===== config.mk =====
export PLATFORM = sky130hd
export DESIGN_NAME = serial_rx
export DESIGN_NICKNAME = d
export VERILOG_FILES = /design/src/rtl/serial_rx.sv
export SDC_FILE = /design/constraint.sdc
export NUM_CORES = 1
export LEC_CHECK = 0
export BUFFER_PORTS_ARGS = -buffer_cell sky130_fd_sc_hd__buf_2
export CORE_UTILIZATION = 45
export CTS_CLUSTER_SIZE = 28
export DETAILED_ROUTE_END_ITERATION = 12
export PLACE_DENSITY = 0.67
export SETUP_SLACK_MARGIN = 0.02
export SLEW_MARGIN = 20
export SYNTH_ARGS = -nofsm -noshare
export SYNTH_HDL_FRONTEND = slang
export SYNTH_SLANG_ARGS = --single-unit

===== constraint.sdc =====
create_clock -name clock -period 1.7 [get_ports clock]
set_clock_uncertainty 0.15 [all_clocks]
set_input_delay 0.17 -clock clock [delete_from_list [all_inputs] [get_ports clock]]
set_output_delay 0.17 -clock clock [all_outputs]
set_load 0.005 [all_outputs]

===== src/rtl/serial_rx.sv =====
// UART-style serial receiver: start 0, DATA_BITS data bits LSB first, stop 1, mid-bit sampling.
// Define SERIAL_RX_PARITY_EN to add an even-parity bit between the data bits and the stop bit.
`timescale 1ns/1ps

module serial_rx #(
    parameter int unsigned DATA_BITS    = 8,
    parameter int unsigned CLKS_PER_BIT = 4
) (
    input  logic                 clock,
    input  logic                 reset,
    input  logic                 rx,
    output logic [DATA_BITS-1:0] data_out,
    output logic                 data_valid,
    output logic                 frame_err,
    output logic                 parity_err,
    output logic                 busy
);

    localparam int unsigned CNT_W = $clog2(CLKS_PER_BIT);
    localparam int unsigned IDX_W = $clog2(DATA_BITS + 1);
    localparam logic [CNT_W-1:0] CNT_HALF = CNT_W'(CLKS_PER_BIT / 2 - 1);
    localparam logic [CNT_W-1:0] CNT_LAST = CNT_W'(CLKS_PER_BIT - 1);
    localparam logic [IDX_W-1:0] IDX_LAST = IDX_W'(DATA_BITS - 1);

    typedef enum logic [2:0] {
        IDLE,
        START,
        DATA,
        PARITY,
        STOP,
        WAIT_HIGH
    } state_t;

    state_t               state, state_n;
    logic                 rx_meta, rx_s;
    logic [CNT_W-1:0]     cnt, cnt_n;
    logic [IDX_W-1:0]     idx, idx_n;
    logic [DATA_BITS-1:0] shreg, shreg_n, shift_in;
    logic [DATA_BITS-1:0] data_out_n;
    logic                 data_valid_n, frame_err_n;
`ifdef SERIAL_RX_PARITY_EN
    logic                 par_bad, par_bad_n, parity_err_n;
`endif

    always_ff @(posedge clock or posedge reset) begin
        if (reset) begin
            rx_meta <= 1'b1;
            rx_s    <= 1'b1;
        end else begin
            rx_meta <= rx;
            rx_s    <= rx_meta;
        end
    end

    always_ff @(posedge clock or posedge reset) begin
        if (reset) begin
            state      <= IDLE;
            cnt        <= '0;
            idx        <= '0;
            shreg      <= '0;
            data_out   <= '0;
            data_valid <= 1'b0;
            frame_err  <= 1'b0;
        end else begin
            state      <= state_n;
            cnt        <= cnt_n;
            idx        <= idx_n;
            shreg      <= shreg_n;
            data_out   <= data_out_n;
            data_valid <= data_valid_n;
            frame_err  <= frame_err_n;
        end
    end

`ifdef SERIAL_RX_PARITY_EN
    always_ff @(posedge clock or posedge reset) begin
        if (reset) begin
            par_bad    <= 1'b0;
            parity_err <= 1'b0;
        end else begin
            par_bad    <= par_bad_n;
            parity_err <= parity_err_n;
        end
    end
`else
    assign parity_err = 1'b0;
`endif

    assign busy = (state != IDLE);

    always_comb begin
        state_n      = state;
        cnt_n        = cnt;
        idx_n        = idx;
        shreg_n      = shreg;
        data_out_n   = data_out;
        data_valid_n = 1'b0;
        frame_err_n  = 1'b0;
`ifdef SERIAL_RX_PARITY_EN
        par_bad_n    = par_bad;
        parity_err_n = 1'b0;
`endif
        // LSB arrives first, so each new bit enters at the MSB end
        shift_in                = shreg >> 1;
        shift_in[DATA_BITS-1]   = rx_s;

        case (state)
            IDLE: begin
                cnt_n = '0;
                idx_n = '0;
                if (!rx_s) state_n = START;
            end
            START: begin
                if (cnt == CNT_HALF) begin
                    cnt_n   = '0;
                    idx_n   = '0;
                    state_n = rx_s ? IDLE : DATA;
                end else begin
                    cnt_n = cnt + CNT_W'(1);
                end
            end
            DATA: begin
                if (cnt == CNT_LAST) begin
                    cnt_n   = '0;
                    shreg_n = shift_in;
                    idx_n   = idx + IDX_W'(1);
                    if (idx == IDX_LAST) begin
`ifdef SERIAL_RX_PARITY_EN
                        state_n = PARITY;
`else
                        state_n = STOP;
`endif
                    end
                end else begin
                    cnt_n = cnt + CNT_W'(1);
                end
            end
`ifdef SERIAL_RX_PARITY_EN
            PARITY: begin
                if (cnt == CNT_LAST) begin
                    cnt_n     = '0;
                    par_bad_n = (^shreg) ^ rx_s;
                    state_n   = STOP;
                end else begin
                    cnt_n = cnt + CNT_W'(1);
                end
            end
`endif
            STOP: begin
                // Leaving at mid-stop-bit lets a start bit right after the stop bit be caught
                if (cnt == CNT_LAST) begin
                    cnt_n = '0;
`ifdef SERIAL_RX_PARITY_EN
                    parity_err_n = par_bad;
`endif
                    if (rx_s) begin
                        data_out_n   = shreg;
                        data_valid_n = 1'b1;
                        state_n      = IDLE;
                    end else begin
                        frame_err_n = 1'b1;
                        state_n     = WAIT_HIGH;
                    end
                end else begin
                    cnt_n = cnt + CNT_W'(1);
                end
            end
            WAIT_HIGH: begin
                if (rx_s) state_n = IDLE;
            end
            default: state_n = IDLE;
        endcase
    end

endmodule

==> impl_results.md, run 1 <==
* Number of synthesized flops with an enable pin at 0
* Final WL at 2570 microns
* Clk Tree Root Cell: clkbuf_4
* Critical path arrival at 1.75 ns
* HPWL after DPL at 1770 microns
* Pwr dens at 1230 mW/mm^2
* Count of cell types in the netlist at 39
* Outcome: complete, but fails checks
* Post-Synthesis Cells at 110
* Register area share after synthesis at 52.4%
* DR WL/cell at 13.9 microns
* Async SR Flop Fraction at 100%
* Site Rows at 19
* Chip height at 57.6 microns
* CP Capture Type: flip-flop
* IO Pins at 15
* WHS at 0.212 ns
* MaxCap Viol Count at 0
* Hold crit path type: flip-flop to flip-flop
* Synth Cell Area at 0.00139 sq mm
* Max VDD drop at 0.733 mV
* DRC Markers at 2
* Final hold vios at 0
* Post-Syn Area per Cell at 12.6 sq um
* DR pass1 iterations at 8
* Overflow after GRT at 0
* Ys Warns at 0
* Crit start category: flip-flop
* Vias per cell at 5.25
* Skew-Pair Late Insertion Delay at 0.31 ns
* Iter 0 DRT Violations at 36
* Sequential cell area at 731 sq um
* CTS tree: done
* Ys flop type: dfrtp_1
* Starting density of the core at 49.1%
* Commonest non-fill, non-tap cell in the layout: dfrtp_1
* Final Max Slew Viols at 0
* FF+latch count, synth at 29
* H-Tree Depth at 2
* Total power at 2.28 mW
* Sinks on the clock net at 29
* Layout overhead on the synthesized area at 33.2%
* CP required at 1.75 ns
* Final nets at 160
* First-pass GRT wire length at 4480 microns
* Max Root-Sink Buffers at 2
* RSZ-0062 raised after global routing: true
* Pin count of the biggest net entering global routing at 30
* Syn_nets at 118
* ANT nets after route at 0
* Initial antenna violation count at 0
* TritonCTS buffer count at 5
* Fin area at 0.00185 sq mm
* Vias in the first global route at 1024
* Area of the core at 0.00283 sq mm
* Crit path kind: flip-flop to flip-flop
* Commonest non-fill, non-tap cells in the layout: dfrtp_1, buf_4, buf_2, mux2_2, mux2_1
* Violated checks: DRC
* I/O Buffers at 13
* Finish-stage setup viols at 0
* P_leak at 0.950 nW
* Area of the multi-input gates at 681 sq um
* Worst-path clk slew at 0.09 ns
* FMAX at 590 MHz
* Min Tclk post-route at 1.69 ns
* Gr usage total at 18.2%
* Gpl congestion at 0.786
* Critical-path maximum fanout at 3
* Antenna cells at 0
* Share of layout cells above drive strength 1 at 49.7%
* Fillcell total at 207
* Reg2reg setup slack at 0.005 ns
* Placed Area at 0.00163 sq mm
* Final period util at 99.7%
* Die Width at 57.6 microns
* Routed vias at 966
* Die area at 0.00331 sq mm
[routing by layer]
layer | vias to the layer above | track usage, % | part of all wire, %
met5 | - | 0 | 0
li1 | 471 | - | -
met3 | 4 | 4.99 | 3.0
met4 | 0 | 7.67 | 1.3
met1 | 477 | 22.2 | 45
met2 | 14 | 30.2 | 51
[logic make-up (layout without fill, tap and decap cells)]
logic type | count (synthesis) | count (layout) | share of synthesized area, %
AO/OA/AOI/OAI | 19 | 19 | 11.7
adder cells (fa/ha/maj) | 6 | 6 | 5.23
multiplexers | 17 | 17 | 14.1
XOR/XNOR | 1 | 1 | 0.631
other | 1 | 1 | 0.270
flip-flops | 29 | 29 | 52.4
buffers and inverters | 13 | 56 | 4.14
AND/OR/NAND/NOR | 24 | 24 | 11.5
[Yosys cell counts, types with 2 or more instances]
| cell type | number | area share (%) |
|---|---|---|
| dfrtp_1 | 27 | 49 |
| mux2_1 | 8 | 6.5 |
| mux2_2 | 8 | 6.5 |
| inv_1 | 7 | 1.9 |
| ha_1 | 5 | 4.5 |
| buf_2 | 4 | 1.4 |
| o21ai_1 | 4 | 1.4 |
| nand2b_1 | 3 | 1.4 |
| nor2_1 | 3 | 0.81 |
| nor2b_1 | 3 | 1.4 |
| a21oi_1 | 2 | 0.72 |
| dfstp_2 | 2 | 3.8 |
| nand2_1 | 2 | 0.54 |
| nand3b_1 | 2 | 1.1 |
| nor3_1 | 2 | 0.72 |
| o21ai_0 | 2 | 0.72 |
| o31ai_1 | 2 | 1.1 |
| o41ai_1 | 2 | 1.3 |
| or3b_4 | 2 | 1.6 |
[metrics by stage]
| stage | TNS [ns] | worst slack, ns | cells | utilization (%) |
|---|---|---|---|---|
| finish | 0 | 0.00506 | 184 | 65.4 |
| global route | -0.0892 | -0.0612 | 184 | 65.4 |
| CTS | -0.0152 | -0.00901 | 180 | 62.5 |
| detailed placement | 0 | 0.0147 | 168 | 57.6 |
| global placement | 0 | 0.0303 | 168 | 57.6 |
| floorplan | 0 | 0.0205 | 110 | - |
[registers in the layout, summed over array words and instances (netlist names)]
name	flops
state	3
data_out	8
rx_s	1
shreg	8
cnt	2
idx	4
data_valid	1
rx_meta	1
frame_err	1
[final timing paths]
kind | from | to | depth (start not counted)
worst max-delay path | cnt[0] | state[0] | 5
worst min-delay path | rx_meta | rx_s | 0
worst max register to register | cnt[0] | state[0] | 5
worst min register to register | rx_meta | rx_s | 0
max in group asynchronous | reset | rx_meta | 4
min in group asynchronous | reset | data_out[0] | 4
[cell type report]
class / count / share of cell area (%)
Sequential cell: 29 / 39.5
Multi-Input combinational cell: 68 / 36.8
Timing Repair Buffer: 41 / 15.6
Clock buffer: 7 / 2.98
Tap cell: 31 / 2.10
Clock inverter: 1 / 1.62
Inverter: 7 / 1.42
[repair_timing]
| action | in CTS | in global routing |
|---|---|---|
| setup buffers | 2 | 4 |
| cloned | 0 | 0 |
| setup endpoints to repair | 4 | 19 |
| endpoints found under the hold margin | 28 | 0 |
| pin swaps | 1 | 2 |
| hold buffers | 2 | 0 |
| resized for setup | 5 | 13 |
[where the power goes]
part	internal [mW]	switching (mW)
combinational	0.494	0.412
sequential	0.744	0.0564
clock	0.351	0.225
total	1.59	0.693
[worst max-delay path: stages, from the launching register on]
cell	delay, ns
dfrtp_1	0.41
ha_2	0.21
nand2b_4	0.16
o32ai_4	0.26
nor3_2	0.10
mux2_4	0.30
Power figures use the tool's default switching activity.
==> run 2, diff against run 1 <==
--- a/config.mk
+++ b/config.mk
@@ -6,10 +6,11 @@
 export NUM_CORES = 1
 export LEC_CHECK = 0
 export BUFFER_PORTS_ARGS = -buffer_cell sky130_fd_sc_hd__buf_2
-export CORE_UTILIZATION = 45
+export CORE_UTILIZATION = 40
 export CTS_CLUSTER_SIZE = 28
 export DETAILED_ROUTE_END_ITERATION = 12
-export PLACE_DENSITY = 0.67
+export GPL_TIMING_DRIVEN = 0
+export PLACE_DENSITY_LB_ADDON = 0.3
 export SETUP_SLACK_MARGIN = 0.02
 export SLEW_MARGIN = 20
 export SYNTH_ARGS = -nofsm -noshare
==> run 2 against run 1 <==
Compared with the run above:
- the run ends with setup timing left
- die area grew 12%
- maximum frequency shrank 3.0%
- clock power shrank 32%
- critical path depth is 1 lower
- sequential share of layout area grew 1.4 points
- sequential power is 4.7% higher
- final cell count increased by 3.8%
- clock-buffer cell count down 1
- via count up 0.31%
- total power is 9.5% lower
- combinational power is 8.1% lower
- design area fell by 3.0%
- critical endpoint unchanged
- largest power group is now registers
- highest routed layer unchanged
==> impl_results.md, run 2 (same netlist as run 1, synthesis figures left out) <==
* Min Tclk post-route at 1.75 ns
* DR pass1 iterations at 4
* Sinks on the clock net at 29
* ANT nets after route at 0
* Top sig layer: met4
* Area of the multi-input gates at 687 sq um
* HPWL after DPL at 1670 microns
* Iter 0 DRT Violations at 43
* Outcome: complete, but fails checks
* Final WL at 2840 microns
* Vias in the first global route at 943
* TritonCTS buffer count at 5
* Initial antenna violation count at 0
* P_leak at 0.892 nW
* Area of the core at 0.00334 sq mm
* Violated checks: setup timing
* DRC Markers at 0
* Min-delay src: rx_meta
* IO Pins at 15
* MaxCap Viol Count at 0
* Die Width at 60.9 microns
* Worst-path clk slew at 0.09 ns
* CP required at 1.77 ns
* Crit start category: flip-flop
* Routed metal-1 wirelength at 1220 microns
* CP peak stage delay at 0.46 ns
* Reg2reg start: state[2]
* Crit path kind: flip-flop to flip-flop
* Starting density of the core at 41.6%
* Gpl congestion at 0.701
* Fillcell total at 295
* CTS tree: done
* Final period util at 103%
* Crit path cell chain: or3b_4, a31oi_4, nor3_2, mux2_4
* Overflow after GRT at 0
* Met2 WL at 1400 microns
* Layout overhead on the synthesized area at 29.2%
* Commonest non-fill, non-tap cell in the layout: dfrtp_1
* Pre-CTS worst setup slack at -0.167 ns
* Pin count of the biggest net entering global routing at 30
* Max Root-Sink Buffers at 2
* DR WL/cell at 14.9 microns
* Die area at 0.00371 sq mm
* I/O Buffers at 13
* Total power at 2.07 mW
* Transition time of the tightest slew-check pin at 0.991 ns
* Setup WS post-layout at -0.0474 ns
* Finish-stage setup viols at 2
* DP Cell Count at 169
* Chip height at 60.9 microns
* Final hold vios at 0
* Pwr dens at 1150 mW/mm^2
* Share of layout cells above drive strength 1 at 46.9%
* Met3 WL post-DR at 111 microns
* WHS at 0.218 ns
* Bufs and invs on worst path at 0
* First-pass GRT wire length at 4370 microns
* Reg2reg setup slack at -0.05 ns
* H-Tree Depth at 2
* Regs by FF count: data_out (8), shreg (8), idx (4)
* CP Capture Type: flip-flop
* Hold endpoint: rx_s
* Critical path arrival at 1.82 ns
* Hold crit path type: flip-flop to flip-flop
* Max VDD drop at 0.670 mV
* Sequential cell area at 733 sq um
* Skew-Pair Late Insertion Delay at 0.33 ns
* Critical-path maximum fanout at 5
* Clk Tree Root Cell: clkbuf_4
* Final Max Slew Viols at 0
* Final nets at 152
* Vias per cell at 5.07
* Hold depth at 0
* R2r endpoint: state[0]
* CP max-delay cell: dfrtp_2
* RSZ-0062 raised after global routing: true
* Final cell count without fillers at 191
* FMAX at 572 MHz
* Worst rel slew slack at 33.6%
* Gr usage total at 17.2%
* Antenna cells at 0
* Commonest non-fill, non-tap cells in the layout: dfrtp_1, buf_2, buf_4, mux2_2, mux2_1
* Routed vias at 969
* Reg2Reg Depth at 4
* Site Rows at 21
* CP top delay family: simple AND/OR/NAND/NOR gates
## run 2: changes by cell type in the layout (fill, tap and decap cells not counted), sizes merged
cell    previous run  this run
inv                7         6
clkinv             0         3
clkbuf             7         6
bufinv             1         0
nand4b             1         2
buf               39        30
## run 2: cell type report
| class | instances | area share [%] |
|---|---|---|
| sequential | 29 | 40.9 |
| tap | 46 | 3.21 |
| inverter | 7 | 1.46 |
| timing repair buffer | 27 | 10.2 |
| buffer | 5 | 3.14 |
| clock buffer | 6 | 2.30 |
| multi-input combinational | 69 | 38.3 |
| clock inverter | 2 | 0.558 |
## run 2: timing repair
item,4_1_cts,5_1_grt
pin swaps,1,5
hold endpoints to repair,28,0
cloned,0,1
hold buffers,2,0
endpoints found under the setup margin,22,23
gates resized for setup,17,8
setup buffers,6,6
## run 2: through the flow
stage	util (%)	cell area [sq um]	setup TNS, ns
final	53.8	1790	-0.0820
after global routing	53.8	1790	-0.307
after CTS	51.2	1710	-0.0732
after detailed placement	45.9	1530	-1.55
after global placement	45.9	1530	-1.26
after floorplan	-	1410	0
## run 2: where the power goes
part	internal, mW	switching (mW)
registers	0.748	0.0905
logic	0.440	0.394
clock network	0.157	0.236
## run 2: worst max path at each step
| stage | end | from | cells past startpoint | slack (ns) |
|---|---|---|---|---|
| 6_report | state[0] | state[2] | 4 | -0.05 |
| 5_1_grt | state[0] | state[2] | 4 | -0.09 |
| 4_1_cts | busy | state[0] | 3 | -0.04 |
| 3_5_place_dp | state[0] | cnt[0] | 5 | -0.17 |
| 3_3_place_gp | state[0] | cnt[0] | 5 | -0.15 |
| 2_1_floorplan | state[0] | cnt[0] | 5 | 0.02 |
## run 2: routing by layer
layer,vias to the layer above,GRT usage (%)
met5,-,0
met4,0,10.4
met3,12,5.97
met2,26,28.9
met1,468,18.6
li1,463,-
